==> src/rtl/cla_mul_seq.sv <==
// Radix-2 shift-add multiplier controller that time-shares an external
// combinational carry-lookahead adder to form a WIDTH x WIDTH unsigned product.
module cla_mul_seq #(
  parameter int WIDTH = 16,
  parameter int CNT_W = 5
) (
  input  logic               clk,
  input  logic               rst_n,
  input  logic               start,
  input  logic               flush,
  input  logic [WIDTH-1:0]   op_a,
  input  logic [WIDTH-1:0]   op_b,
  output logic               busy,
  output logic               done,
  output logic [2*WIDTH-1:0] product,
  output logic [WIDTH-1:0]   add_a,
  output logic [WIDTH-1:0]   add_b,
  output logic               add_cin,
  input  logic [WIDTH-1:0]   add_sum,
  input  logic               add_cout
);

  typedef enum logic [1:0] {IDLE, RUN, DONE} state_t;

  localparam logic [CNT_W-1:0] LAST_CNT = CNT_W'(WIDTH - 1);

  state_t           state, state_nxt;
  logic [WIDTH-1:0] mcand;
  logic [WIDTH-1:0] hi, lo;
  logic [WIDTH-1:0] hi_nxt, lo_nxt;
  logic [CNT_W-1:0] cnt;
  logic             accept;
  logic             last_iter;

  // A new request is taken in IDLE or DONE only; flush always wins.
  assign accept    = start && !flush && (state != RUN);
  assign last_iter = (state == RUN) && (cnt == LAST_CNT);

  // Carry-out of the partial-sum add becomes the new MSB of hi; the bit
  // falling off hi moves into lo as the multiplier bits are consumed.
  assign hi_nxt = {add_cout, add_sum[WIDTH-1:1]};
  assign lo_nxt = {add_sum[0], lo[WIDTH-1:1]};

  always_comb begin
    state_nxt = state;
    busy      = 1'b0;
    done      = 1'b0;
    add_a     = '0;
    add_b     = '0;
    add_cin   = 1'b0;
    case (state)
      IDLE: begin
        if (accept) state_nxt = RUN;
      end
      RUN: begin
        busy  = 1'b1;
        add_a = hi;
        add_b = lo[0] ? mcand : '0;
        if (flush)          state_nxt = IDLE;
        else if (last_iter) state_nxt = DONE;
      end
      DONE: begin
        done      = 1'b1;
        state_nxt = accept ? RUN : IDLE;
      end
      default: state_nxt = IDLE;
    endcase
  end

  always_ff @(posedge clk or negedge rst_n) begin
    if (!rst_n) begin
      state   <= IDLE;
      mcand   <= '0;
      hi      <= '0;
      lo      <= '0;
      cnt     <= '0;
      product <= '0;
    end else begin
      state <= state_nxt;
      if (flush) begin
        cnt <= '0;
      end else if (accept) begin
        mcand <= op_a;
        hi    <= '0;
        lo    <= op_b;
        cnt   <= '0;
      end else if (state == RUN) begin
        hi  <= hi_nxt;
        lo  <= lo_nxt;
        cnt <= cnt + CNT_W'(1);
        if (last_iter) product <= {hi_nxt, lo_nxt};
      end
    end
  end

endmodule

==> config.mk <==
export PLATFORM = sky130hd
export DESIGN_NAME = cla_mul_seq
export DESIGN_NICKNAME = d
export VERILOG_FILES = /design/src/rtl/cla_mul_seq.sv
export SDC_FILE = /design/constraint.sdc
export NUM_CORES = 1
export LEC_CHECK = 0
export BUFFER_PORTS_ARGS = -buffer_cell sky130_fd_sc_hd__buf_2
export CAP_MARGIN = 20
export CORE_MARGIN = 4
export CORE_UTILIZATION = 55
export CTS_BUF_LIST = sky130_fd_sc_hd__clkbuf_4 sky130_fd_sc_hd__clkbuf_8 sky130_fd_sc_hd__clkbuf_16
export CTS_CLUSTER_SIZE = 14
export DETAILED_ROUTE_END_ITERATION = 12
export GPL_TIMING_DRIVEN = 0
export PLACE_DENSITY = 0.95
export REMOVE_ABC_BUFFERS = 1
export SETUP_SLACK_MARGIN = 0.05
export SLEW_MARGIN = 5
export SYNTH_ARGS = -nofsm -noshare
export SYNTH_HDL_FRONTEND = slang
export SYNTH_SLANG_ARGS = --single-unit
==> constraint.sdc <==
create_clock -name clk -period 4.3 [get_ports clk]
set_input_delay 0 -clock clk [delete_from_list [all_inputs] [get_ports clk]]
set_output_delay 0 -clock clk [all_outputs]
set_load 0.05 [all_outputs]
==> out/metrics.yaml, run 1 <==
setup_path:
  rr_endpoint: "mcand[5]$_DFFE_PN0P_"
  cp-startpoint: "state[1]$_DFFE_PN0P_"
  path_class: "register to register"
  required_ns: 4.53
  rr_startpoint: "state[1]$_DFFE_PN0P_"
  r2r_cells: 4
  crit_fanout: 39
  arrival_ns: 3.33
  start_kind: "register"
  ff2ff_setup_slack_ns: 1.20
  crit_path_end: "mcand[5]$_DFFE_PN0P_"
  endpoint_kind: "register"
global_route:
  antenna_found_initial: 0
  grt_pass1_vias: 3288
  grt_pass1_wl_mm: 16.6
  grt_overflow: 0
  grt_max_degree: 47
  track_usage_pct: 24.6
clocking:
  tritoncts: "yes"
  cts.sinks: 87
  cts.htree.levels: 3
  clkLatencyLatePin_ns: 0.34
  cts.clk_slew.worst_paths_ns: 0.09
  numCtsBuffers: 9
  clockBufferDepth: 2
  root_buffer: "clkbuf_8"
sta:
  worst_pin_slew_ns: 1.01
  grt_setup_unrepaired: "no"
  relSlewSlack_pct: 32.4
  slew_violations: 0
  fin_skew_ns: 0.00900
  hold_viol_final: 0
  period_share_pct: 72.2
  min_period_ns: 3.10
  max_clock_freq_mhz: 322
  setup-tns-final_ns: 0
  setup_viol: 0
place:
  gp_congestion: 0.787
  dp_hpwl_mm: 5.99
  io_buffer_count: 118
status:
  run_status: "finished, final reports clean"
logic_synthesis:
  seq_area_frac_synth_pct: 55.0
  yosysWarnings: 0
  async_reset_ff_share_pct: 100
  synth_area_um2: 3960
  synth-seq-cells: 87
  postSynthCellCount: 291
  synth-edff-count: 0
  synthFlopType: "dfrtp_1"
  netlist-cell-type-count: 33
  syn_avg_cell_area_um2: 13.6
layout:
  drive_above_1_share_pct: 42.1
  antennaDiodeCount: 0
  fillCellCount: 416
  layout-area-overhead-vs-synth_pct: 32.5
  layout_commonest_cell: "buf_2"
  layout_common_cells: "117 x buf_2, 87 x dfrtp_1, 49 x dlygate4sd3_1"
  final_nets: 499
  multi_input_comb_area_um2: 1580
  seqCellArea_um2: 2180
  post-route-util_pct: 76.0
floorplan:
  core_um2: 6910
  rows: 30
  die_h_um: 92.9
  dieArea_um2: 8620
  die_x_um: 92.9
  boundaryPins: 120
  start_util_pct: 57.3
routing:
  final_antenna_net_count: 0
  vias: 3067
  drcViolationCount: 0
  drt-total-wl_mm: 10.1
  via_per_inst: 5.63
  drt_iter0_markers: 246
  drt-pass1-iter-count: 5
  wl_per_cell_um: 18.5
pwr:
  leakagePower_uw: 0.00274
  ir_worst_vdd_v: 0.000192
  powerDensity_nw_per_um2: 359
worst_hold_path:
  hold_path.class: "primary input to register"
flow_run:
  maxCapViolCount: 0
kinds of logic after synthesis:
logic type	count (synthesis)	synth area share, %
buffers and inverters	30	5.18
adder cells (fa/ha/maj)	2	0.632
AND/OR/NAND/NOR	67	11.8
XOR/XNOR	1	0.221
AO/OA/AOI/OAI	55	10.7
multiplexers	48	16.4
flip-flops	87	55.0
other	1	0.0947
through the flow:
| step | total power (uW) | std cells | cell area, um^2 | hold slack, ns | setup WS, ns |
|---|---|---|---|---|---|
| after floorplan | 1120 | 264 | 3770 | -0.296 | 1.87 |
| after detailed placement | 1230 | 479 | 4510 | 0.0225 | 1.24 |
| after global placement | 1210 | 478 | 4480 | 0.234 | 1.33 |
| after global routing | 1970 | 545 | 5250 | 0.0711 | 0.936 |
| final | 1890 | 545 | 5250 | 0.0649 | 1.20 |
| after CTS | 1880 | 544 | 5220 | 0.00763 | 1.24 |
Yosys cell counts, drive strengths merged (2+ instances only):
master / n / area share (%)
inv: 3 / 0.35
nand2b: 3 / 0.47
dfrtp: 87 / 55
and3b: 16 / 3.5
mux2: 48 / 16
and2: 17 / 2.7
a21oi: 4 / 0.51
and3: 17 / 2.7
ha: 2 / 0.63
nand2: 2 / 0.19
a22o: 16 / 3.5
buf: 12 / 3.4
nand3: 7 / 0.88
o2bb2ai: 16 / 3.5
a31oi: 17 / 2.7
clkbuf: 15 / 1.4
layout make-up:
class	instances	share of cell area (%)
clock buffers	9	2.36
clock inverters	7	1.86
inverters	3	0.262
multi-input cells	174	30.1
flip-flops and latches	87	41.5
well taps	96	2.29
repair buffers	169	21.7
critical path: stages, from the launching register on:
cell	delay, ns
dfrtp_1	0.70
nand2b_1	0.86
inv_4	0.34
nor3_4	0.66
mux2_2	0.41
registers in the layout, summed over array words and instances, names as in the netlist:
signal   count
cnt          5
hi          16
lo          16
mcand       16
product     32
state        2
power breakdown:
| part | switching (uW) | total (uW) | leakage, uW | internal, uW |
|---|---|---|---|---|
| combinational | 169 | 309 | 0.00149 | 140 |
| sequential | 55.7 | 948 | 0.00114 | 892 |
| clock | 301 | 629 | 0.000105 | 328 |
layer usage:
layer / wire length [um] / GRT usage, % / vias to the layer above
met5: 0 / 0 / -
li1: - / - / 1366
met1: 3990 / 29.8 / 1543
met4: 228 / 8.91 / 0
met2: 5300 / 42.4 / 131
met3: 594 / 6.09 / 27
worst min-delay path by stage:
stage	cells after the start	slack, ns	end	start
after detailed placement	1	0.02	product[10]$_DFFE_PN0P_	rst_n
final	3	0.06	lo[6]$_DFFE_PN0P_	op_b[6]
after global placement	2	0.23	mcand[12]$_DFFE_PN0P_	op_a[12]
after global routing	3	0.07	lo[6]$_DFFE_PN0P_	op_b[6]
after floorplan	0	-0.30	cnt[0]$_DFFE_PN0P_	rst_n
after CTS	3	0.008	lo[6]$_DFFE_PN0P_	op_b[6]
repair_timing:
action / CTS / global route
hold buffers: 49 / 0
gates resized for setup: 0 / 0
endpoints found under the hold margin: 105 / 0
buffers inserted: 0 / 0
endpoints found under the setup margin: 0 / 0
(Power assumes the default switching activity.)
==> run 2: changes to the inputs <==
Settings changed: CORE_UTILIZATION 55 to 51, PLACE_DENSITY 0.95 to 0.89.
Clock period 4.3 ns to 3.2 ns, I/O delays scaled along.
==> run 2 against run 1 <==
  * Sequential power increased by 34%
  * Combinational power increased by 32%
  * Global-route usage decreased by 3.2 points
  * Setup slack got worse by 0.73 ns
  * Final cell count increased by 0.37%
  * Die area increased by 7.2%
  * Sequential cell count unchanged
  * Routed wire length decreased by 5.8%
  * Sequential share of layout area increased by 0.089 points
  * Power increased by 33%
  * Register-to-register slack got worse by 0.73 ns
  * Critical path type unchanged
  * Critical endpoint is now mcand[4]$_DFFE_PN0P_
==> out/metrics.yaml, run 2 (synthesis results as in run 1) <==
layout:
  layout_commonest_cell: "buf_2"
  largest_reg_flops: 32  # unchanged
  seqCellArea_um2: 2180  # unchanged
  fillCellCount: 500  # +20%
  regMostFlops: "product"
  final_nets: 498  # -0.20%
  layout_common_cells: "117 x buf_2, 87 x dfrtp_1, 48 x dlygate4sd3_1"
  multi_input_comb_area_um2: 1580  # +0.16%
  layout-area-overhead-vs-synth_pct: 32.3
  drive_above_1_share_pct: 42.4  # +0.32 points
  antennaDiodeCount: 0  # unchanged
place:
  dp_hpwl_mm: 5.64  # -5.8%
  gp_congestion: 0.723  # -8.1%
  io_buffer_count: 118  # unchanged
sta:
  worst_pin_slew_ns: 0.788  # -0.226 ns
  setup-tns-final_ns: 0  # unchanged
  max_clock_freq_mhz: 366  # +14%
  setup_viol: 0  # unchanged
  min_period_ns: 2.73  # -0.372 ns
  grt_setup_unrepaired: "no"
  slew_violations: 0  # unchanged
  hold_viol_final: 0  # unchanged
  fin_skew_ns: 0.00940  # +0.000404 ns
  relSlewSlack_pct: 47.4  # +15 points
  period_share_pct: 85.4  # +13 points
setup_path:
  start_kind: "register"
  rr_endpoint: "mcand[4]$_DFFE_PN0P_"
  ff2ff_setup_slack_ns: 0.47  # -0.73 ns
  required_ns: 3.43  # -1.10 ns
  r2r_cells: 4  # unchanged
  arrival_ns: 2.96  # -0.37 ns
  crit_fanout: 39  # unchanged
  path_class: "register to register"
  endpoint_kind: "register"
  rr_startpoint: "state[1]$_DFFE_PN0P_"
global_route:
  grt_overflow: 0  # unchanged
  grt_pass1_vias: 3160  # -3.9%
  track_usage_pct: 21.4  # -3.2 points
  grt_max_degree: 45  # -4.3%
  grt_pass1_wl_mm: 15.3  # -7.6%
  antenna_found_initial: 0  # unchanged
worst_hold_path:
  holdPathEnd: "lo[1]$_DFFE_PN0P_"
  hold_depth: 3  # unchanged
  hold_path.class: "primary input to register"
  min-delay-start: "op_b[1]"
clocking:
  clockBufferDepth: 2  # unchanged
  numCtsBuffers: 9  # unchanged
  clkLatencyLatePin_ns: 0.34  # about the same
  root_buffer: "clkbuf_8"
  cts.clk_slew.worst_paths_ns: 0.09  # about the same
  cts.sinks: 87  # unchanged
  tritoncts: "yes"
  post_cts_buffers: 0  # unchanged
  cts.htree.levels: 3  # unchanged
routing:
  final_antenna_net_count: 0  # unchanged
  drt_iter0_markers: 164  # -33%
  drcViolationCount: 0  # unchanged
  drt-total-wl_mm: 9.52  # -5.8%
  vias: 2969  # -3.2%
  drt-pass1-iter-count: 4  # -1
  wl_per_cell_um: 17.4  # -6.2%
  via_per_inst: 5.43  # -3.5%
pwr:
  powerDensity_nw_per_um2: 480  # +34%
  ir_worst_vdd_v: 0.000291  # +52%
  leakagePower_uw: 0.00273  # -0.37%
  total_power_uw: 2510  # +33%
floorplan:
  die_h_um: 96.1  # +3.5%
  boundaryPins: 120  # unchanged
  core_um2: 7410  # +7.3%
  dieArea_um2: 9240  # +7.2%
  rows: 31  # +3.3%
  start_util_pct: 53.5  # -3.9 points
  die_x_um: 96.1  # +3.5%
flow_run:
  maxCapViolCount: 0  # unchanged
status:
  run_status: "finished, final reports clean"
run 2: power breakdown:
group          total, uW  switching (uW)  leakage (uW)  internal [uW]
sequential          1270            74.0       0.00114           1200
combinational        409             223       0.00148            186
clock                831             374      0.000103            457
run 2: cell type report:
type | count | share of cell area (%)
Inverter | 3 | 0.263
Multi-Input combinational cell | 174 | 30.2
Sequential cell | 87 | 41.6
Clock buffer | 11 | 2.65
Tap cell | 99 | 2.37
Clock inverter | 5 | 1.58
Timing Repair Buffer | 168 | 21.4
run 2: critical path: stages (launching register included):
cell and delay (ns):
dfrtp_1 0.70, nand2b_2 0.57, inv_4 0.27, nor3_4 0.65, mux2_2 0.42
run 2: metrics by stage:
step                hold WS, ns  cells  utilization [%]  worst slack [ns]  instance area (um^2)
detailed placement       0.0295    482             60.8             0.198                  4510
global placement          0.236    481             60.5             0.219                  4480
floorplan                -0.296    264                -             0.765                  3770
CTS                     0.00243    546             70.3             0.159                  5210
global route             0.0239    547             70.7             0.250                  5240
finish                   0.0166    547             70.7             0.467                  5240
run 2: what timing repair did:
action,in CTS,in global routing
hold buffers,48,0
hold endpoints to repair,106,0
resized for setup,0,1
setup endpoints to repair,0,16
run 2: how the worst max path moves through the flow:
stage                         startpoint                    end  slack (ns)  cells past startpoint
finish              state[1]$_DFFE_PN0P_   mcand[4]$_DFFE_PN0P_        0.47                      4
global route        state[1]$_DFFE_PN0P_   mcand[8]$_DFFE_PN0P_        0.25                      4
CTS                 state[1]$_DFFE_PN0P_   mcand[4]$_DFFE_PN0P_        0.16                      4
detailed placement  state[1]$_DFFE_PN0P_  mcand[10]$_DFFE_PN0P_        0.20                      4
global placement    state[1]$_DFFE_PN0P_  mcand[12]$_DFFE_PN0P_        0.22                      4
floorplan           state[1]$_DFFE_PN0P_   mcand[0]$_DFFE_PN0P_        0.77                      4
run 2: layer usage:
| metal | vias up | global-route usage, % | part of all wire [%] |
|---|---|---|---|
| met5 | - | 0 | 0 |
| met4 | 0 | 10.1 | 2.6 |
| met3 | 25 | 3.67 | 5.8 |
| met2 | 124 | 35.9 | 50 |
| met1 | 1458 | 26.8 | 42 |
| li1 | 1362 | - | - |
==> run 3: changes to the inputs <==
Settings changed: RECOVER_POWER set to 25, SKIP_LAST_GASP set to 1.
==> run 3 against run 2 <==
  * The run now ends with capacitance limit, slew limit left
  * Power hardly changed
  * Fmax is 0.40% higher
  * Via count is 0.17% lower
  * Final cell count stayed put
  * Non-clock buffer count stayed put
  * Cell area hardly changed
  * Die area stayed put
  * Highest routed layer unchanged
==> out/metrics.yaml, run 3 (synthesis results as in run 1) <==
pwr:
  ir_worst_vdd_v: 0.000291  # about the same
  total_power_uw: 2510  # about the same
  leakagePower_uw: 0.00273  # -0.13%
  powerDensity_nw_per_um2: 480  # about the same
setup_path:
  required_ns: 3.43  # about the same
  r2r_cells: 4  # unchanged
  rr_startpoint: "state[1]$_DFFE_PN0P_"
  slowest_stage: "dfrtp_1"
  arrival_ns: 2.95  # about the same
  cp-startpoint: "state[1]$_DFFE_PN0P_"
  crit_fanout: 39  # unchanged
  max_stage_delay_ns: 0.69  # about the same
  crit_path_end: "mcand[4]$_DFFE_PN0P_"
  path_class: "register to register"
  ff2ff_setup_slack_ns: 0.48  # about the same
  start_kind: "register"
  rr_endpoint: "mcand[4]$_DFFE_PN0P_"
  endpoint_kind: "register"
  worstPathCellList: "nand2b_2 > inv_4 > nor3_4 > mux2_2"
sta:
  worst_pin_slew_ns: 2.31  # +1.52 ns
  grt_setup_unrepaired: "no"
  fin_skew_ns: 0.00957  # +0.000174 ns
  period_share_pct: 85.1  # -0.34 points
  max_clock_freq_mhz: 367  # +0.40%
  relSlewSlack_pct: -53.8  # -100 points
  setup-tns-final_ns: 0  # unchanged
  slew_violations: 44  # +44
  hold_viol_final: 0  # unchanged
  fin_ws_ns: 0.478  # +0.0109 ns
  min_period_ns: 2.72  # -0.0109 ns
  setup_viol: 0  # unchanged
global_route:
  grt_max_degree: 45  # unchanged
  grt_pass1_wl_mm: 15.3  # unchanged
  grt_pass1_vias: 3160  # unchanged
  antenna_found_initial: 0  # unchanged
  track_usage_pct: 21.4  # unchanged
  grt_overflow: 0  # unchanged
place:
  dp_slack_ns: 0.198  # unchanged
  gp_congestion: 0.723  # unchanged
  io_buffer_count: 118  # unchanged
  dp_hpwl_mm: 5.64  # unchanged
clocking:
  clockBufferDepth: 2  # unchanged
  numCtsBuffers: 9  # unchanged
  tritoncts: "yes"
  cts.sinks: 87  # unchanged
  cts.clk_slew.worst_paths_ns: 0.09  # about the same
  cts.htree.levels: 3  # unchanged
  root_buffer: "clkbuf_8"
  clkLatencyLatePin_ns: 0.34  # about the same
floorplan:
  boundaryPins: 120  # unchanged
  rows: 31  # unchanged
  core_um2: 7410  # unchanged
  die_x_um: 96.1  # unchanged
  die_h_um: 96.1  # unchanged
  dieArea_um2: 9240  # unchanged
  start_util_pct: 53.5  # unchanged
layout:
  layout-area-overhead-vs-synth_pct: 32.2  # about the same
  regMostFlops: "product"
  multi_input_comb_area_um2: 1580  # unchanged
  fillCellCount: 502  # +0.40%
  seqCellArea_um2: 2180  # unchanged
  post-route-util_pct: 70.6  # about the same
  drive_above_1_share_pct: 42.2  # -0.22 points
  layout_common_cells: "117 x buf_2, 87 x dfrtp_1, 48 x dlygate4sd3_1"
  final_nets: 498  # unchanged
  layout_commonest_cell: "buf_2"
  antennaDiodeCount: 0  # unchanged
  largest_reg_flops: 32  # unchanged
status:
  run_status: "finished, violations left"
  failed_checks: "capacitance limit, slew limit"
routing:
  vias: 2964  # -0.17%
  wl_per_cell_um: 17.4  # -0.17%
  drt-pass1-iter-count: 4  # unchanged
  final_antenna_net_count: 0  # unchanged
  drcViolationCount: 0  # unchanged
  drt_iter0_markers: 164  # unchanged
  via_per_inst: 5.42  # -0.17%
  drt-total-wl_mm: 9.50  # -0.17%
worst_hold_path:
  hold_path.class: "primary input to register"
flow_run:
  maxCapViolCount: 1  # +1
## run 3: area by class of cell
type / instances / share of cell area, %
Tap cell: 99 / 2.37
Timing Repair Buffer: 168 / 21.3
Multi-Input combinational cell: 174 / 30.2
Clock buffer: 11 / 2.65
Sequential cell: 87 / 41.6
Inverter: 3 / 0.263
Clock inverter: 5 / 1.58
## run 3: power breakdown
group / internal (uW) / leakage (uW) / switching (uW)
Combinational: 186 / 0.00148 / 223
Sequential: 1200 / 0.00114 / 73.8
Clock: 457 / 0.000103 / 374
## run 3: repair_timing
item,CTS,global route
endpoints found under the setup margin,0,16
hold endpoints to repair,106,0
resized for setup,0,1
hold buffers,48,0
buffers inserted,0,0
## run 3: worst min-delay path by stage
| stage | from | end | slack, ns | cells after the start |
|---|---|---|---|---|
| detailed placement | rst_n | product[9]$_DFFE_PN0P_ | 0.03 | 1 |
| floorplan | rst_n | cnt[0]$_DFFE_PN0P_ | -0.30 | 0 |
| CTS | op_b[1] | lo[1]$_DFFE_PN0P_ | 0.002 | 3 |
| global route | op_b[0] | lo[0]$_DFFE_PN0P_ | 0.02 | 3 |
| finish | op_b[1] | lo[1]$_DFFE_PN0P_ | 0.02 | 3 |
| global placement | op_a[13] | mcand[13]$_DFFE_PN0P_ | 0.24 | 2 |
## run 3: routing by layer
layer | part of all wire [%] | vias up | track usage, %
met3 | 5.5 | 25 | 3.67
met2 | 50 | 118 | 35.9
met1 | 42 | 1457 | 26.8
met4 | 2.7 | 0 | 10.1
met5 | 0 | - | 0
li1 | - | 1364 | -
## run 3: metrics by stage
step / cell area, um^2 / instances / hold slack, ns
after floorplan: 3770 / 264 / -0.296
final: 5230 / 547 / 0.0162
after global placement: 4480 / 481 / 0.236
after CTS: 5210 / 546 / 0.00243
after detailed placement: 4510 / 482 / 0.0295
after global routing: 5230 / 547 / 0.0239
## run 3: critical path: cells and delay by family (launching register included)
kind / cells / cell delay, ns
and+or+nand+nor: 2 / 1.22
buffers and inverters: 1 / 0.27
DFF: 1 / 0.69
muxes: 1 / 0.42
